## src/rtl/spi_mem_arbiter.sv

```systemverilog
// spi_mem_arbiter: shares one SPI board-memory command port between N_REQ
// requesters. Round-robin selection, with an optional per-owner lock so a
// multi-command burst (e.g. WREN followed by WRITEs) is never interleaved.
module spi_mem_arbiter #(
    parameter int N_REQ = 3
) (
    input  logic                 clk,
    input  logic                 rst_n,
    input  logic [N_REQ-1:0]     req_en,
    input  logic [N_REQ-1:0]     req_lock,
    input  logic [2*N_REQ-1:0]   req_cmd,
    input  logic [6*N_REQ-1:0]   req_addr,
    input  logic [2*N_REQ-1:0]   req_data,
    output logic [N_REQ-1:0]     req_valid,
    output logic [1:0]           req_rdata,
    output logic [N_REQ-1:0]     grant,
    output logic [1:0]           mem_cmd,
    output logic                 mem_en,
    input  logic                 mem_valid,
    output logic [5:0]           mem_addr,
    output logic [1:0]           mem_data,
    input  logic [1:0]           mem_rdata
);

    localparam int IDX_W = $clog2(N_REQ);

    typedef enum logic [1:0] {
        S_IDLE,
        S_ISSUE,
        S_GAP,
        S_LOCKED
    } state_e;

    state_e             state_q, state_d;
    logic [N_REQ-1:0]   grant_q, grant_d;
    logic [IDX_W-1:0]   owner_q, owner_d;
    // rr_q holds the index the next round-robin scan starts from.
    logic [IDX_W-1:0]   rr_q, rr_d;
    logic               mem_en_q, mem_en_d;
    logic [1:0]         mem_cmd_q, mem_cmd_d;
    logic [5:0]         mem_addr_q, mem_addr_d;
    logic [1:0]         mem_data_q, mem_data_d;

    // Unpacked views of the packed per-requester command fields.
    logic [1:0] cmd_arr  [N_REQ];
    logic [5:0] addr_arr [N_REQ];
    logic [1:0] data_arr [N_REQ];

    for (genvar gi = 0; gi < N_REQ; gi++) begin : g_unpack
        assign cmd_arr[gi]  = req_cmd[2*gi +: 2];
        assign addr_arr[gi] = req_addr[6*gi +: 6];
        assign data_arr[gi] = req_data[2*gi +: 2];
    end

    // Rotate the request vector so bit 0 corresponds to the scan start.
    logic [2*N_REQ-1:0] req_dbl;
    logic [N_REQ-1:0]   req_rot;
    logic [IDX_W-1:0]   pick_off;
    logic [IDX_W:0]     pick_sum;
    logic [IDX_W-1:0]   pick_idx;
    logic               pick_any;

    assign req_dbl  = {req_en, req_en} >> rr_q;
    assign req_rot  = req_dbl[N_REQ-1:0];
    assign pick_any = |req_en;

    // Find the first requesting index at or after the round-robin pointer.
    always_comb begin
        pick_off = '0;
        for (int k = N_REQ - 1; k >= 0; k--) begin
            if (req_rot[k]) begin
                pick_off = IDX_W'(k);
            end
        end
        pick_sum = {1'b0, rr_q} + {1'b0, pick_off};
        if (pick_sum >= (IDX_W+1)'(N_REQ)) begin
            pick_sum = pick_sum - (IDX_W+1)'(N_REQ);
        end
        pick_idx = pick_sum[IDX_W-1:0];
    end

    // Next-state logic: ownership, command latching and the mem_en strobe.
    always_comb begin
        state_d    = state_q;
        grant_d    = grant_q;
        owner_d    = owner_q;
        rr_d       = rr_q;
        mem_en_d   = mem_en_q;
        mem_cmd_d  = mem_cmd_q;
        mem_addr_d = mem_addr_q;
        mem_data_d = mem_data_q;

        case (state_q)
            S_IDLE: begin
                if (pick_any) begin
                    grant_d    = N_REQ'(1) << pick_idx;
                    owner_d    = pick_idx;
                    mem_cmd_d  = cmd_arr[pick_idx];
                    mem_addr_d = addr_arr[pick_idx];
                    mem_data_d = data_arr[pick_idx];
                    // Never start a strobe while a stale completion is showing.
                    mem_en_d   = ~mem_valid;
                    state_d    = S_ISSUE;
                end
            end
            S_ISSUE: begin
                if (mem_en_q) begin
                    if (mem_valid) begin
                        mem_en_d = 1'b0;
                        rr_d     = (owner_q == IDX_W'(N_REQ - 1)) ? '0 : owner_q + 1'b1;
                        state_d  = S_GAP;
                    end
                end else begin
                    mem_en_d = ~mem_valid;
                end
            end
            S_GAP: begin
                // One cycle for the owner to drop req_en or assert its lock.
                if (req_lock[owner_q]) begin
                    state_d = S_LOCKED;
                end else begin
                    grant_d = '0;
                    state_d = S_IDLE;
                end
            end
            S_LOCKED: begin
                if (req_en[owner_q]) begin
                    mem_cmd_d  = cmd_arr[owner_q];
                    mem_addr_d = addr_arr[owner_q];
                    mem_data_d = data_arr[owner_q];
                    mem_en_d   = ~mem_valid;
                    state_d    = S_ISSUE;
                end else if (!req_lock[owner_q]) begin
                    grant_d = '0;
                    state_d = S_IDLE;
                end
            end
            default: begin
                grant_d  = '0;
                mem_en_d = 1'b0;
                state_d  = S_IDLE;
            end
        endcase
    end

    // State and output registers; reset abandons any in-flight command.
    always_ff @(posedge clk or negedge rst_n) begin
        if (!rst_n) begin
            state_q    <= S_IDLE;
            grant_q    <= '0;
            owner_q    <= '0;
            rr_q       <= '0;
            mem_en_q   <= 1'b0;
            mem_cmd_q  <= '0;
            mem_addr_q <= '0;
            mem_data_q <= '0;
        end else begin
            state_q    <= state_d;
            grant_q    <= grant_d;
            owner_q    <= owner_d;
            rr_q       <= rr_d;
            mem_en_q   <= mem_en_d;
            mem_cmd_q  <= mem_cmd_d;
            mem_addr_q <= mem_addr_d;
            mem_data_q <= mem_data_d;
        end
    end

    assign grant     = grant_q;
    assign mem_en    = mem_en_q;
    assign mem_cmd   = mem_cmd_q;
    assign mem_addr  = mem_addr_q;
    assign mem_data  = mem_data_q;
    assign req_valid = grant_q & {N_REQ{mem_valid & mem_en_q}};
    assign req_rdata = mem_rdata;

endmodule
```

## config.mk

```make
export PLATFORM = sky130hd
export DESIGN_NAME = spi_mem_arbiter
export DESIGN_NICKNAME = d
export VERILOG_FILES = /design/src/rtl/spi_mem_arbiter.sv
export SDC_FILE = /design/constraint.sdc
export NUM_CORES = 1
export LEC_CHECK = 0
export CAP_MARGIN = 20
export CELL_PAD_IN_SITES_DETAIL_PLACEMENT = 1
export CELL_PAD_IN_SITES_GLOBAL_PLACEMENT = 2
export CORE_UTILIZATION = 25
export CTS_CLUSTER_DIAMETER = 80
export DETAILED_ROUTE_END_ITERATION = 12
export PLACE_DENSITY = 0.84
export SKIP_CTS_REPAIR_TIMING = 1
export SLEW_MARGIN = 25
export SYNTH_ARGS = -nofsm -noshare
export SYNTH_HDL_FRONTEND = slang
export SYNTH_SLANG_ARGS = --single-unit
```

## constraint.sdc

```tcl
create_clock -name clk -period 3.82 [get_ports clk]
set_clock_uncertainty 0.05 [all_clocks]
set_input_delay 0.573 -clock clk [delete_from_list [all_inputs] [get_ports clk]]
set_output_delay 0.573 -clock clk [all_outputs]
set_load 0.03 [all_outputs]
```

==> results of run 1 <==
## synth_stat cells (3+ instances only)
cell	n	share of area
buf_4	4	0.020
o21ai_0	12	0.039
a21o_1	3	0.015
buf_2	5	0.016
a221oi_1	11	0.063
nand2_1	5	0.012
clkbuf_1	5	0.012
inv_1	3	0.0073
dfrtp_1	20	0.33
nor3_1	3	0.0098
mux2i_1	22	0.14
and3b_1	3	0.017
and3_1	3	0.012
a21oi_1	33	0.11
nor2_1	8	0.020
## cell families after synthesis
group,after synthesis,synth area share
AO/OA/AOI/OAI,71,0.288
AND/OR/NAND/NOR,34,0.137
multiplexers,24,0.158
flip-flops,20,0.325
buffers and inverters,18,0.0627
adder cells (fa/ha/maj),3,0.0293
## state kept, by name (all words and copies together) (netlist names)
signal and count:
rr_q 2, mem_addr 6, grant 3, mem_cmd 2, state_q 2, mem_en 1, owner_q 2, mem_data 2
## worst paths after layout
path | start | cells past startpoint | endpoint
hold / removal | rst_n | 1 | rr_q[0]$_DFFE_PN0P_
hold reg to reg | grant[1]$_DFFE_PN0P_ | 1 | grant[1]$_DFFE_PN0P_
setup / recovery | req_en[1] | 11 | mem_addr[3]$_DFFE_PN0P_
setup reg to reg | rr_q[1]$_DFFE_PN0P_ | 8 | mem_addr[3]$_DFFE_PN0P_
max in group asynchronous | rst_n | 1 | mem_addr[4]$_DFFE_PN0P_
min in group clk | grant[1]$_DFFE_PN0P_ | 1 | grant[1]$_DFFE_PN0P_
## area by class of cell
cell class,instances,area (um2)
sequential,20,500
multi-input combinational,132,955
clock buffer,3,41.3
fill,696,3690
tap,75,93.8
inverter,3,11.3
timing repair buffer,64,626
## per-stage QoR
step	instances	power, mW	worst slack [ns]	cell area [um2]
finish	297	2.13	0.201	2230
global route	297	2.30	0.0274	2230
CTS	297	2.12	0.0719	2220
detailed placement	294	1.97	-0.170	2180
global placement	294	1.93	-0.114	2180
floorplan	170	1.44	0.368	1540
## per-layer routing
| metal | vias to the layer above | routed length (um) | track usage |
|---|---|---|---|
| li1 | 757 | - | - |
| met1 | 761 | 2270 | 0.208 |
| met2 | 65 | 2230 | 0.264 |
| met3 | 4 | 301 | 0.0318 |
| met4 | 0 | 19 | 0.0161 |
| met5 | - | 0 | 0 |
## power by group
| group | switching [mW] | internal, mW |
|---|---|---|
| logic | 0.864 | 0.695 |
| registers | 0.120 | 0.315 |
| clock network | 0.0696 | 0.0703 |
| total | 1.05 | 1.08 |
==> results by group, run 1 <==
Run status
  • Status: finished, final reports clean

Timing
  • Final Max Tran Viols: 0
  • Final setup TNS: 0 ns
  • RSZ-0062 raised after global routing: no
  • Final period util: 0.947
  • Fin crit period: 3.62 ns
  • WHS: 0.214 ns
  • Max transition margin: 0.533
  • Final Hold Violating Endpoints: 0
  • Max Clk Rate: 276 MHz
  • Final setup violation count: 0
  • Slew at the pin closest to its max-slew limit: 0.699 ns

Power and ir drop
  • VDD IR-drop max: 374 uV
  • Static leakage: 0.940 nW
  • Power Dens Cells: 958 nW/um2

Global routing
  • Vias in the first global route: 1,622
  • First-pass GRT wire length: 7740 um
  • Gr ovfl total: 0
  • GR Util All Layers: 0.156
  • Initial antenna violation count: 0
  • Largest net degree at the start of global routing: 21

Floorplan
  • Die Area: 6470 um2
  • # IOs: 60
  • Rows: 28
  • Starting Density: 0.260
  • Core area: 5920 um2
  • Die Y: 80.4 um
  • Die Wd: 80.4 um

Clocking
  • CTS tree: yes
  • Worst-path clk slew: 0.07 ns
  • # clock sinks: 20
  • Worst-Skew Late Latency: 0.26 ns
  • TritonCTS Buffers: 3
  • CTS Buffer Depth: 2
  • H-tree Lvls: 1
  • Root Driver: clkbuf_8

Placed design
  • HPWL Detailed: 3570 um
  • GPL Wtd Cong: 0.761
  • Port bufs: 55

Yosys
  • Syn_nets: 214
  • #FFs+latches synth: 20
  • Unique cell type count in the Yosys netlist: 37
  • Main synth FF type: dfrtp_1
  • Register area share after synthesis: 0.325
  • Synth Instances: 170
  • Post-synth EDFFs: 0
  • Synth warnings: 0
  • Post-synthesis average cell area: 9.05 um2
  • Mapped Area: 1540 um2
  • Asr flop ratio synth: 1.00

Route
  • # DRC: 0
  • DRT antenna net count: 0
  • Vias: 1,587
  • DR pass1 iterations: 4
  • Vias per cell: 5.34
  • WL final: 4820 um
  • Initial drt markers: 92
  • WL/cell: 16.2 um

Critical path
  • Critical-path maximum fanout: 11
  • WP data required: 3.91 ns
  • CP max stage cell: clkdlybuf4s50_1
  • Critical Path Source Type: primary input
  • CP Cell Sequence: clkdlybuf4s50_1 -> and2b_1 -> a22o_1 -> a221oi_1 -> a21oi_1 -> fa_1 -> ha_1 -> nor3_2 -> mux2_4 -> a221oi_1 -> a21oi_1
  • Critical Path AT: 3.70 ns
  • CP top delay family: compound AO/OA/AOI/OAI gates
  • Critical path's largest stage delay: 0.51 ns
  • Buf/Inv on CP: 1
  • WS Path Type: primary input to register
  • Worst Setup End Kind: register
  • Internal reg-to-reg setup slack: 0.48 ns

Finish
  • Utilization of the core after routing: 0.376
  • Layout overhead on the synthesized area: 44.8%
  • Commonest non-fill, non-tap cell in the layout: clkdlybuf4s50_1
  • Most frequent cells in the layout: 54 x clkdlybuf4s50_1, 33 x a21oi_1, 22 x mux2i_1
  • Nets: 268
  • Layout cells sized above 1: 0.0901
  • Ant diodes: 0

Run
  • Max Cap Viol: 0

Worst hold path
  • Hold crit path type: primary input to async pin
Note: power is estimated with default switching activity, not from simulation.
==> run 2: changes to the inputs <==
- SLEW_MARGIN: 25 -> not set
- TNS_END_PERCENT: not set -> 100
==> results by group, run 2 (synthesized netlist as in run 1, its figures left out) <==
Critical path
  • WS Path Type: primary input to register (unchanged)
  • Critical-path maximum fanout: 11 (unchanged)
  • CP max stage cell: clkdlybuf4s50_1 (unchanged)
  • Critical Path Source Type: primary input (unchanged)
  • Critical path's largest stage delay: 0.51 ns (about the same)
  • Critical Path AT: 3.70 ns (about the same)
  • Worst Setup End Kind: register (unchanged)
  • CP Cell Sequence: clkdlybuf4s50_1 -> and2b_1 -> a22o_1 -> a221oi_1 -> a21oi_1 -> fa_1 -> ha_1 -> nor3_2 -> mux2_4 -> a221oi_1 -> a21oi_1 (unchanged)
  • WP data required: 3.91 ns (about the same)

Power and ir drop
  • Switching share of power: 0.494 (about the same)
  • Combinational Power Share: 0.731 (about the same)
  • Net Sw Power: 1.05 mW (about the same)
  • Static leakage: 0.940 nW (about the same)
  • Clock share of power: 0.066 (about the same)
  • Power Dens Cells: 957 nW/um2 (was 958 nW/um2)
  • Internal power: 1.08 mW (about the same)
  • Register share of total power: 0.204 (about the same)
  • VDD IR-drop max: 374 uV (about the same)
  • Total power draw: 2.14 mW (was 2.13 mW)

Floorplan
  • Core area: 5920 um2 (unchanged)
  • Rows: 28 (unchanged)
  • # IOs: 60 (unchanged)
  • Starting Density: 0.260 (unchanged)
  • Die Y: 80.4 um (unchanged)
  • Die Area: 6470 um2 (unchanged)
  • Die Wd: 80.4 um (unchanged)

Finish
  • Commonest non-fill, non-tap cell in the layout: clkdlybuf4s50_1 (unchanged)
  • Ant diodes: 0 (unchanged)
  • Register area: 500 um2 (unchanged)
  • Most frequent cells in the layout: 55 x clkdlybuf4s50_1, 33 x a21oi_1, 22 x mux2i_1 (was 54 x clkdlybuf4s50_1, 33 x a21oi_1, 22 x mux2i_1)
  • Filler cell count: 696 (unchanged)
  • Largest register FFs: 6 (unchanged)
  • Layout overhead on the synthesized area: 45.2% (was 44.8%)
  • Final standard cell area without fillers: 2230 um2 (about the same)
  • Layout cells sized above 1: 0.0856 (was 0.0901)
  • Nets: 268 (unchanged)
  • Multi-input combinational cell area: 955 um2 (unchanged)

Clocking
  • H-tree Lvls: 1 (unchanged)
  • # clock sinks: 20 (unchanged)
  • CTS tree: yes (unchanged)
  • Root Driver: clkbuf_8 (unchanged)
  • TritonCTS Buffers: 3 (unchanged)
  • CTS Buffer Depth: 2 (unchanged)
  • Worst-path clk slew: 0.07 ns (about the same)
  • Worst-Skew Late Latency: 0.26 ns (about the same)

Route
  • DRT antenna net count: 0 (unchanged)
  • DR pass1 iterations: 4 (unchanged)
  • # DRC: 0 (unchanged)
  • Initial drt markers: 92 (unchanged)
  • Vias: 1,589 (was 1,587)
  • WL/cell: 16.2 um (about the same)
  • WL final: 4820 um (about the same)
  • Vias per cell: 5.35 (was 5.34)

Timing
  • Max Clk Rate: 276 MHz (about the same)
  • Final Max Tran Viols: 0 (unchanged)
  • Slew at the pin closest to its max-slew limit: 0.978 ns (was 0.699 ns)
  • Final setup violation count: 0 (unchanged)
  • Final Hold Violating Endpoints: 0 (unchanged)
  • Max transition margin: 0.346 (was 0.533)
  • Final period util: 0.947 (about the same)
  • RSZ-0062 raised after global routing: no (unchanged)
  • Fin crit period: 3.62 ns (about the same)

Global routing
  • GR Util All Layers: 0.156 (unchanged)
  • Largest net degree at the start of global routing: 21 (unchanged)
  • Initial antenna violation count: 0 (unchanged)
  • First-pass GRT wire length: 7740 um (unchanged)
  • Vias in the first global route: 1,622 (unchanged)
  • Gr ovfl total: 0 (unchanged)

Worst hold path
  • Hold crit path type: register to register (was primary input to async pin)

Run
  • Max Cap Viol: 0 (unchanged)

Placed design
  • HPWL Detailed: 3570 um (unchanged)
  • Port bufs: 55 (unchanged)
  • Area after DPL: 2180 um2 (unchanged)
  • GPL Wtd Cong: 0.761 (unchanged)

Run status
  • Status: finished, final reports clean (unchanged)
[run 2: changes by cell type in the layout (fill, tap and decap cells not counted), sizes merged]
| cell | change |
|---|---|
| buf | -1 |
| clkdlybuf4s50 | +1 |
[run 2: cell type report]
cell class	count	share of cell area
Multi-Input combinational cell	132	0.428
Tap cell	75	0.0420
Timing Repair Buffer	64	0.283
Clock buffer	3	0.0185
Inverter	3	0.00504
Sequential cell	20	0.224
[run 2: worst paths after layout]
kind,start,to,slack (ns),cells past startpoint
setup / recovery,req_en[1],mem_addr[3]$_DFFE_PN0P_,0.20,11
hold / removal,grant[1]$_DFFE_PN0P_,grant[1]$_DFFE_PN0P_,0.46,1
setup reg to reg,rr_q[1]$_DFFE_PN0P_,mem_addr[3]$_DFFE_PN0P_,0.48,8
hold reg to reg,grant[1]$_DFFE_PN0P_,grant[1]$_DFFE_PN0P_,0.46,1
max in group asynchronous,rst_n,mem_addr[4]$_DFFE_PN0P_,2.32,1
min in group asynchronous,rst_n,rr_q[0]$_DFFE_PN0P_,0.80,1
[run 2: stage by stage]
step / util / hold WS, ns / setup TNS, ns / cells / worst slack (ns)
finish: 0.377 / 0.459 / 0 / 297 / 0.201
global route: 0.377 / 0.485 / 0 / 297 / 0.0274
CTS: 0.375 / 0.457 / 0 / 297 / 0.0719
detailed placement: 0.368 / 0.447 / -1.62 / 294 / -0.170
global placement: 0.368 / 0.434 / -0.974 / 294 / -0.114
floorplan: - / 0.227 / 0 / 170 / 0.368
[run 2: power groups by stage]
| stage | registers (mW) | clock network, mW | logic, mW |
|---|---|---|---|
| 6_report | 0.435 | 0.140 | 1.56 |
| 5_1_grt | 0.454 | 0.154 | 1.69 |
| 4_1_cts | 0.438 | 0.145 | 1.54 |
| 3_5_place_dp | 0.441 | 0 | 1.53 |
| 3_3_place_gp | 0.438 | 0 | 1.49 |
| 2_1_floorplan | 0.508 | 0 | 0.934 |
[run 2: routing by layer]
layer / vias up / track usage / wire length [um]
li1: 757 / - / -
met2: 65 / 0.264 / 2230
met5: - / 0 / 0
met4: 0 / 0.0161 / 19
met3: 4 / 0.0318 / 301
met1: 763 / 0.208 / 2270
[run 2: critical path, delay by kind of cell]
kind	cells	cell delay, ns
fa+ha+maj	2	0.76
compound gates	5	0.99
simple gates	2	0.47
mux	1	0.40
buf+inv	1	0.51
